$ cat config.mk
export PLATFORM = sky130hd
export DESIGN_NAME = writeback_stage
export DESIGN_NICKNAME = d
export VERILOG_FILES = /design/src/rtl/npc_pkg.sv /design/src/rtl/wb_skid_buf.sv /design/src/rtl/writeback_stage.sv
export SDC_FILE = /design/constraint.sdc
export NUM_CORES = 1
export LEC_CHECK = 0
export BUFFER_PORTS_ARGS = -buffer_cell sky130_fd_sc_hd__buf_2
export CORE_MARGIN = 8
export CORE_UTILIZATION = 30
export CTS_CLUSTER_SIZE = 25
export DETAILED_ROUTE_END_ITERATION = 16
export SLEW_MARGIN = 10
export SYNTH_ARGS = -nofsm -noshare
export SYNTH_HDL_FRONTEND = slang
export SYNTH_SLANG_ARGS = --single-unit
$ cat constraint.sdc
create_clock -name clk -period 2.9 [get_ports clk]
set_input_delay 0.29 -clock clk [delete_from_list [all_inputs] [get_ports clk]]
set_output_delay 0.29 -clock clk [all_outputs]
set_load 0.1 [all_outputs]
$ cat src/rtl/npc_pkg.sv
// Shared widths and the write-source tag for the writeback stage.
package npc_pkg;

  localparam int unsigned NPC_ADDR_WIDTH = 5;
  localparam int unsigned NPC_DATA_WIDTH = 32;

  typedef enum logic {
    WB_ALU  = 1'b0,
    WB_LOAD = 1'b1
  } wb_src_e;

endpackage

$ cat src/rtl/wb_skid_buf.sv
// One-entry holding register for a load return that lost arbitration to the ALU.
module wb_skid_buf
  import npc_pkg::*;
#(
  parameter int unsigned ADDR_WIDTH = NPC_ADDR_WIDTH,
  parameter int unsigned DATA_WIDTH = NPC_DATA_WIDTH
) (
  input  logic                  clk,
  input  logic                  rst_n,
  input  logic                  push_i,
  input  logic                  pop_i,
  input  logic [ADDR_WIDTH-1:0] push_rd_i,
  input  logic [DATA_WIDTH-1:0] push_data_i,
  output logic                  full_o,
  output logic [ADDR_WIDTH-1:0] rd_o,
  output logic [DATA_WIDTH-1:0] data_o
);

  logic                  full_q, full_d;
  logic [ADDR_WIDTH-1:0] rd_q, rd_d;
  logic [DATA_WIDTH-1:0] data_q, data_d;

  // Push after pop so a same-cycle pop/push leaves the new entry resident.
  always_comb begin
    full_d = full_q;
    rd_d   = rd_q;
    data_d = data_q;
    if (pop_i) begin
      full_d = 1'b0;
    end
    if (push_i) begin
      full_d = 1'b1;
      rd_d   = push_rd_i;
      data_d = push_data_i;
    end
  end

  always_ff @(posedge clk or negedge rst_n) begin
    if (!rst_n) begin
      full_q <= 1'b0;
      rd_q   <= '0;
      data_q <= '0;
    end else begin
      full_q <= full_d;
      rd_q   <= rd_d;
      data_q <= data_d;
    end
  end

  assign full_o = full_q;
  assign rd_o   = rd_q;
  assign data_o = data_q;

endmodule

$ cat src/rtl/writeback_stage.sv
// Merges ALU and load-return streams onto the register file write port and
// tracks outstanding loads to stall issue on RAW/WAW hazards.
module writeback_stage
  import npc_pkg::*;
#(
  parameter int unsigned ADDR_WIDTH = NPC_ADDR_WIDTH,
  parameter int unsigned DATA_WIDTH = NPC_DATA_WIDTH
) (
  input  logic                        clk,
  input  logic                        rst_n,
  input  logic                        iss_valid,
  input  logic                        iss_is_load,
  input  logic [ADDR_WIDTH-1:0]       iss_rs1,
  input  logic [ADDR_WIDTH-1:0]       iss_rs2,
  input  logic [ADDR_WIDTH-1:0]       iss_rd,
  output logic                        iss_stall,
  input  logic                        alu_valid,
  input  logic [ADDR_WIDTH-1:0]       alu_rd,
  input  logic [DATA_WIDTH-1:0]       alu_data,
  input  logic                        ld_valid,
  output logic                        ld_ready,
  input  logic [ADDR_WIDTH-1:0]       ld_rd,
  input  logic [DATA_WIDTH-1:0]       ld_data,
  output logic                        rf_wen,
  output logic [ADDR_WIDTH-1:0]       rf_rd,
  output logic [DATA_WIDTH-1:0]       rf_wdata,
  output logic [(2**ADDR_WIDTH)-1:0]  busy_mask,
  output logic                        err_stray_load
);

  localparam int unsigned NREG = 2 ** ADDR_WIDTH;

  logic                  skid_full;
  logic [ADDR_WIDTH-1:0] skid_rd;
  logic [DATA_WIDTH-1:0] skid_data;
  logic                  skid_push, skid_pop;

  logic                  ld_fire, iss_fire;
  logic                  win_valid;
  wb_src_e               win_src;
  logic [ADDR_WIDTH-1:0] win_rd;
  logic [DATA_WIDTH-1:0] win_data;

  logic                  rf_wen_q, rf_wen_d;
  logic [ADDR_WIDTH-1:0] rf_rd_q, rf_rd_d;
  logic [DATA_WIDTH-1:0] rf_wdata_q, rf_wdata_d;
  wb_src_e               src_q, src_d;
  logic [NREG-1:0]       busy_q, busy_d;
  logic                  err_q, err_d;

  wb_skid_buf #(
    .ADDR_WIDTH (ADDR_WIDTH),
    .DATA_WIDTH (DATA_WIDTH)
  ) u_skid (
    .clk         (clk),
    .rst_n       (rst_n),
    .push_i      (skid_push),
    .pop_i       (skid_pop),
    .push_rd_i   (ld_rd),
    .push_data_i (ld_data),
    .full_o      (skid_full),
    .rd_o        (skid_rd),
    .data_o      (skid_data)
  );

  assign ld_ready  = !skid_full;
  assign ld_fire   = ld_valid && ld_ready;
  assign iss_stall = iss_valid &&
                     (busy_q[iss_rs1] || busy_q[iss_rs2] || busy_q[iss_rd] || skid_full);
  assign iss_fire  = iss_valid && !iss_stall;

  // Priority: ALU, then skid entry, then a freshly accepted load.
  always_comb begin
    win_valid = 1'b0;
    win_src   = WB_ALU;
    win_rd    = '0;
    win_data  = '0;
    skid_push = 1'b0;
    skid_pop  = 1'b0;
    if (alu_valid) begin
      win_valid = 1'b1;
      win_rd    = alu_rd;
      win_data  = alu_data;
      skid_push = ld_fire;
    end else if (skid_full) begin
      win_valid = 1'b1;
      win_src   = WB_LOAD;
      win_rd    = skid_rd;
      win_data  = skid_data;
      skid_pop  = 1'b1;
    end else if (ld_fire) begin
      win_valid = 1'b1;
      win_src   = WB_LOAD;
      win_rd    = ld_rd;
      win_data  = ld_data;
    end
  end

  always_comb begin
    rf_wen_d   = win_valid && (win_rd != '0);
    rf_rd_d    = rf_rd_q;
    rf_wdata_d = rf_wdata_q;
    src_d      = src_q;
    if (win_valid) begin
      rf_rd_d    = win_rd;
      rf_wdata_d = win_data;
      src_d      = win_src;
    end
  end

  // Clear lands on the register-file commit edge; a same-edge set overrides it.
  always_comb begin
    busy_d = busy_q;
    if (rf_wen_q && (src_q == WB_LOAD)) begin
      busy_d[rf_rd_q] = 1'b0;
    end
    if (iss_fire && iss_is_load && (iss_rd != '0)) begin
      busy_d[iss_rd] = 1'b1;
    end
    busy_d[0] = 1'b0;
  end

  always_comb begin
    err_d = err_q;
    if (ld_fire && (ld_rd != '0) && !busy_q[ld_rd]) begin
      err_d = 1'b1;
    end
  end

  always_ff @(posedge clk or negedge rst_n) begin
    if (!rst_n) begin
      rf_wen_q   <= 1'b0;
      rf_rd_q    <= '0;
      rf_wdata_q <= '0;
      src_q      <= WB_ALU;
      busy_q     <= '0;
      err_q      <= 1'b0;
    end else begin
      rf_wen_q   <= rf_wen_d;
      rf_rd_q    <= rf_rd_d;
      rf_wdata_q <= rf_wdata_d;
      src_q      <= src_d;
      busy_q     <= busy_d;
      err_q      <= err_d;
    end
  end

  assign rf_wen         = rf_wen_q;
  assign rf_rd          = rf_rd_q;
  assign rf_wdata       = rf_wdata_q;
  assign busy_mask      = busy_q;
  assign err_stray_load = err_q;

endmodule

==> results of run 1 <==
==> cells by family (layout without fill, tap and decap cells) <==
family / after synthesis / after routing / synth area share
flops: 109 / 109 / 0.478
simple gates: 72 / 72 / 0.0797
buf+inv: 46 / 209 / 0.0342
mux: 84 / 84 / 0.197
compound gates: 203 / 203 / 0.210
other cells: 1 / 1 / 0.000658
==> final cells by class <==
| class | instances | area, um2 |
|---|---|---|
| well taps | 234 | 293 |
| clock inverters | 6 | 68.8 |
| fillers | 1840 | 11500 |
| flip-flops and latches | 109 | 2740 |
| repair buffers | 186 | 1030 |
| clock buffers | 10 | 239 |
| multi-input cells | 360 | 2790 |
| inverters | 7 | 26.3 |
==> stage by stage <==
| stage | hold WS [ns] | total power (W) |
|---|---|---|
| 4_1_cts | 0.167 | 0.00704 |
| 3_5_place_dp | 0.376 | 0.00573 |
| 5_1_grt | 0.171 | 0.00730 |
| 6_report | 0.182 | 0.00702 |
| 3_3_place_gp | 0.382 | 0.00571 |
| 2_1_floorplan | -0.00559 | 0.00483 |
==> layout by cell type (no fill, tap or decap), types with 4 or more instances in the layout <==
cell type    n
mux2_2      44
nor2b_1      6
mux4_2      18
nand2_1     18
nand3b_1     5
or3_1        4
dfrtp_2      7
dfrtp_1    102
or3b_2       4
inv_1        5
o21ai_1     31
o21ai_0     38
a21o_1       5
o22ai_1     68
a22oi_1      5
clkbuf_16    9
a21oi_1     34
buf_4       18
nand4_2      4
mux2i_1     20
nor2_1      10
buf_2      164
==> routing by layer <==
metal / part of all wire / wire [um] / vias to the layer above
met4: 0.027 / 512 / 2
met1: 0.44 / 8470 / 2570
met3: 0.081 / 1550 / 38
li1: - / - / 2321
met2: 0.45 / 8710 / 225
met5: 0.00052 / 10 / -
==> power groups by stage <==
stage | logic [W] | clock network, W | registers, W
after floorplan | 0.000887 | 0 | 0.00394
after global placement | 0.00341 | 0 | 0.00230
after detailed placement | 0.00343 | 0 | 0.00230
after CTS | 0.00345 | 0.00132 | 0.00227
after global routing | 0.00359 | 0.00138 | 0.00233
final | 0.00344 | 0.00129 | 0.00229
==> how the worst max path moves through the flow <==
stage	slack, ns	end	depth (start not counted)
detailed placement	0.20	busy_mask[2]	7
global route	0.09	iss_stall	6
floorplan	0.01	iss_stall	5
global placement	0.25	busy_mask[14]	7
CTS	0.01	iss_stall	6
finish	0.20	iss_stall	6
==> timing repair <==
item | in CTS | in global routing
gates resized for setup | 0 | 0
hold buffers | 1 | 0
setup buffers | 0 | 1
hold endpoints to repair | 22 | 0
setup endpoints to repair | 0 | 1
==> flip-flops by register name (all words and copies together), names as in the netlist <==
name,count
busy_mask,31
src_q,1
u_skid.data_o,32
err_stray_load,1
rf_wen,1
u_skid.rd_o,5
u_skid.full_o,1
rf_wdata,32
rf_rd,5
==> reports/metrics.cfg, run 1 <==
[yosys]
synth-main-ff-cell=dfrtp_1
syn_nets=610
yosysUniqueCellTypes=50
synthTopCellsByArea=dfrtp_1 (48%), mux2_2 (8.7%), o22ai_1 (7.5%)
synth_area_um2=5700
async_flop_share=1.00
synth_area_leader_cell=dfrtp_1
synth.most_common_cell=dfrtp_1
syn_avg_cell_area_um2=11.1
synth_edf_count=0
synthCells=515
synth-seq-cells=109
yosys-top-cells-count=dfrtp_1 (109), o22ai_1 (68), mux2_2 (44)
yosys_warnings=0
seq_area_frac_synth=0.478
netlist.area_leader.share=0.478

[critical_path]
worstSetupStartpoint=busy_mask[13]
cp_cell_sequence=mux4_2 > inv_1 > a2111oi_0 > nor4_4 > a31oi_4 > buf_12
rr_endpoint=busy_mask[6]
cp-end-kind=output pin
setup.worst_path.class=flip-flop to output pin
r2r_slack_ns=0.43
crit_slowest_cell=a2111oi_0
start_kind=flip-flop
max_stage_delay_ns=0.78
rr_worst_depth=7
cp_max_fo=6
cp_top_family=compound AO/OA/AOI/OAI gates
crit_required_ns=2.61
cp.arrival_ns=2.41
crit_buf_inv=2
worstReg2RegStart=busy_mask[6]

[clock_tree]
clk_latency_ns=0.35
numCtsBuffers=9
clk_pin_slew_ns=0.08
cts_tree=done
cts_buffer_depth=2
h-tree-depth=3
cts_root_buf=clkbuf_16
cts_sinks=109

[timing]
min_period_ns=2.70
setup_viol=0
max_freq_mhz=370
slew_viol_final=0
finalHoldViolCount=0
grt_setup_unrepaired=false
setup_ws_ns=0.199
skew_ns=0.00936
relSlewSlack=0.409
fin_crit_sh=0.931
tns_ns=0
tightestPinTransition_ns=0.864

[placement]
hpwl_um=13900
placed_cell_area_um2=6860
gp_congestion=0.863
io_buffers=166
dp_cells=894
place_ws_ns=0.204

[global_routing]
met1_usage=0.218
grt_util_met2=0.250
antenna_found_initial=1
grt_usage=0.164
grt.overflow.total=0
use_met3=0.0454
grt_pass1_wl_um=30900
grt_pass1_vias=5291
grt_max_degree=60
grt.busiest_layer=met2

[die]
fp.dieW_um=154
start_util=0.305
io_pins=168
rows=50
core_um2=18700
die-area_um2=23700
die_y_um=154

[final_layout]
num_antenna_cells=0
final_net_count=768
design_area_um2=7180
final_core_util=0.384
areaGrowthSynthToFinish_pct=26.0
fin_cells=912
drive_above_1_share=0.419

[min_path]
hold_path_depth=2
min_to=u_skid.data_o[8]
hp-start=ld_data[8]
hold_class=input port to flip-flop

[drt]
vias_per_cell=5.65
routed_wl_um=19300
drt_iter0_markers=358
vias=5156
wl_per_cell_um=21.1
drc_errors=0
ant_nets=0
drt_pass1_iterations=5

[power_and_ir_drop]
swShare=0.513
power.internal_w=0.00342
p_leak_nw=3.03
combPwrFrac=0.490
ir_drop_mv=0.568
power.switching_w=0.00360
clkPwrFrac=0.184
power_density_nw_per_um2=977
power_frac_seq=0.326

[outcome]
status=complete, no violations

[run]
cap_violations=0

(Power assumes the default switching activity.)
==> run 2: changes to the inputs <==
BUFFER_PORTS_ARGS = default   (was -buffer_cell sky130_fd_sc_hd__buf_2)
DONT_BUFFER_PORTS = 1   (was default)
==> reports/metrics.cfg, run 2 (synthesis results as in run 1) <==
[outcome]
status=complete, no violations

[critical_path]
cp-end-kind=output pin
cp_max_fo=6  ; unchanged
cp.arrival_ns=2.49  ; +0.08 ns
crit_end=iss_stall
start_kind=flip-flop
rr_worst_depth=6  ; -1
crit_required_ns=2.61  ; about the same
worstReg2RegStart=busy_mask[22]
setup.worst_path.class=flip-flop to output pin
rr_endpoint=busy_mask[18]
worstSetupStartpoint=busy_mask[22]
r2r_slack_ns=0.31  ; -0.12 ns

[timing]
fin_crit_sh=0.958  ; +0.0269
skew_ns=0.0207  ; +0.0113 ns
slew_viol_final=0  ; unchanged
holdWs_ns=0.0658  ; -0.116 ns
setup_ws_ns=0.121  ; -0.0779 ns
relSlewSlack=0.311  ; -0.0980
tns_ns=0  ; unchanged
setup_viol=0  ; unchanged
tightestPinTransition_ns=1.03  ; +0.169 ns
min_period_ns=2.78  ; +0.0779 ns
max_freq_mhz=360  ; -2.8%
grt_setup_unrepaired=false
finalHoldViolCount=0  ; unchanged

[drt]
drt_iter0_markers=402  ; +12%
vias=4769  ; -7.5%
drt_pass1_iterations=5  ; unchanged
ant_nets=0  ; unchanged
routed_wl_um=18500  ; -3.9%
wl_per_cell_um=24.0  ; +14%
vias_per_cell=6.18  ; +9.3%
drc_errors=0  ; unchanged

[die]
rows=50  ; unchanged
io_pins=168  ; unchanged
start_util=0.305  ; unchanged
die_y_um=154  ; unchanged
fp.dieW_um=154  ; unchanged
die-area_um2=23700  ; unchanged
core_um2=18700  ; unchanged

[run]
cap_violations=0  ; unchanged

[power_and_ir_drop]
ir_drop_mv=0.427  ; -25%
p_leak_nw=2.51  ; -17%
combPwrFrac=0.436  ; -0.054
power.switching_w=0.00346  ; -3.9%
power.internal_w=0.00326  ; -4.8%
power_density_nw_per_um2=1030  ; +5.6%
clkPwrFrac=0.172  ; -0.012
power_frac_seq=0.393  ; +0.067
p_total_w=0.00672  ; -4.3%
swShare=0.515  ; +0.00221

[global_routing]
grt_max_degree=110  ; +83%
grt_pass1_vias=4823  ; -8.8%
grt.overflow.total=0  ; unchanged
grt_usage=0.155  ; -0.00968
antenna_found_initial=1  ; unchanged
grt_pass1_wl_um=28900  ; -6.5%

[final_layout]
final_cell_mix=dfrtp_1 (102), o22ai_1 (68), mux2_2 (44)
final_net_count=629  ; -18%
num_antenna_cells=0  ; unchanged
drive_above_1_share=0.270  ; -0.149
areaGrowthSynthToFinish_pct=14.2
layout_commonest_cell=dfrtp_1
final_core_util=0.348  ; -0.0361

[placement]
place_ws_ns=0.378  ; +0.174 ns
hpwl_um=13400  ; -3.7%
io_buffers=0  ; -100%
gp_congestion=0.873  ; +1.2%

[min_path]
hold_class=input port to flip-flop

[clock_tree]
cts_resized=0  ; unchanged
numCtsBuffers=9  ; unchanged
h-tree-depth=3  ; unchanged
cts_buffer_depth=2  ; unchanged
cts_tree=done
cts_root_buf=clkbuf_16
cts_sinks=109  ; unchanged
clk_latency_ns=0.35  ; about the same
clk_pin_slew_ns=0.07  ; about the same

==> run 2: cell types whose count changed in the layout (fill, tap and decap cells not counted), sizes merged <==
cell | before | now
inv | 9 | 8
dlygate4sd3 | 1 | 2
clkinvlp | 1 | 0
clkinv | 2 | 4
bufinv | 1 | 0
buf | 185 | 45
==> run 2: power groups by stage <==
stage	Sequential, W	Combinational, W	Clock, W
final	0.00264	0.00293	0.00115
after global routing	0.00267	0.00305	0.00124
after CTS	0.00262	0.00293	0.00119
after detailed placement	0.00265	0.00288	0
after global placement	0.00262	0.00286	0
after floorplan	0.00394	0.000887	0
==> run 2: layout make-up <==
cell class / instances / area, um2
clock buffer: 10 / 229
clock inverter: 5 / 36.3
fill: 1843 / 12200
inverter: 7 / 26.3
multi-input combinational: 360 / 2800
sequential: 109 / 2740
tap: 234 / 293
timing repair buffer: 47 / 390
==> run 2: repair_timing <==
item,4_1_cts,5_1_grt
buffers inserted,0,1
hold endpoints to repair,110,0
hold buffers,3,0
endpoints found under the setup margin,0,1
==> run 2: worst min path at each step <==
stage	slack, ns	from	to	depth (start not counted)
final	0.07	ld_valid	u_skid.full_o	1
after global routing	0.06	ld_valid	u_skid.full_o	1
after CTS	0.05	alu_valid	u_skid.full_o	1
after detailed placement	0.002	rst_n	u_skid.data_o[27]	0
after global placement	0.004	rst_n	u_skid.data_o[25]	0
after floorplan	-0.006	rst_n	busy_mask[10]	0
==> run 2: per-layer routing <==
metal  track usage  wire [um]  vias to the layer above  part of all wire
met5             0          0                        -                 0
met4        0.0509        434                        0             0.023
met3        0.0639       1960                       45              0.11
met2         0.243       8660                      244              0.47
met1         0.190       7460                     2439              0.40
li1              -          -                     2041                 -
==> run 2: metrics by stage <==
| stage | instance area, um2 | instances |
|---|---|---|
| 3_3_place_gp | 6190 | 753 |
| 3_5_place_dp | 6190 | 753 |
| 5_1_grt | 6510 | 772 |
| 6_report | 6510 | 772 |
| 2_1_floorplan | 5730 | 515 |
| 4_1_cts | 6500 | 771 |
==> run 2: critical path, cell delays in order, from the launching register on <==
cell and delay, ns:
dfrtp_1 0.50, mux2_1 0.36, o311ai_1 0.23, a311oi_1 0.13
nor4_4 0.55, a31oi_4 0.17, buf_12 0.20
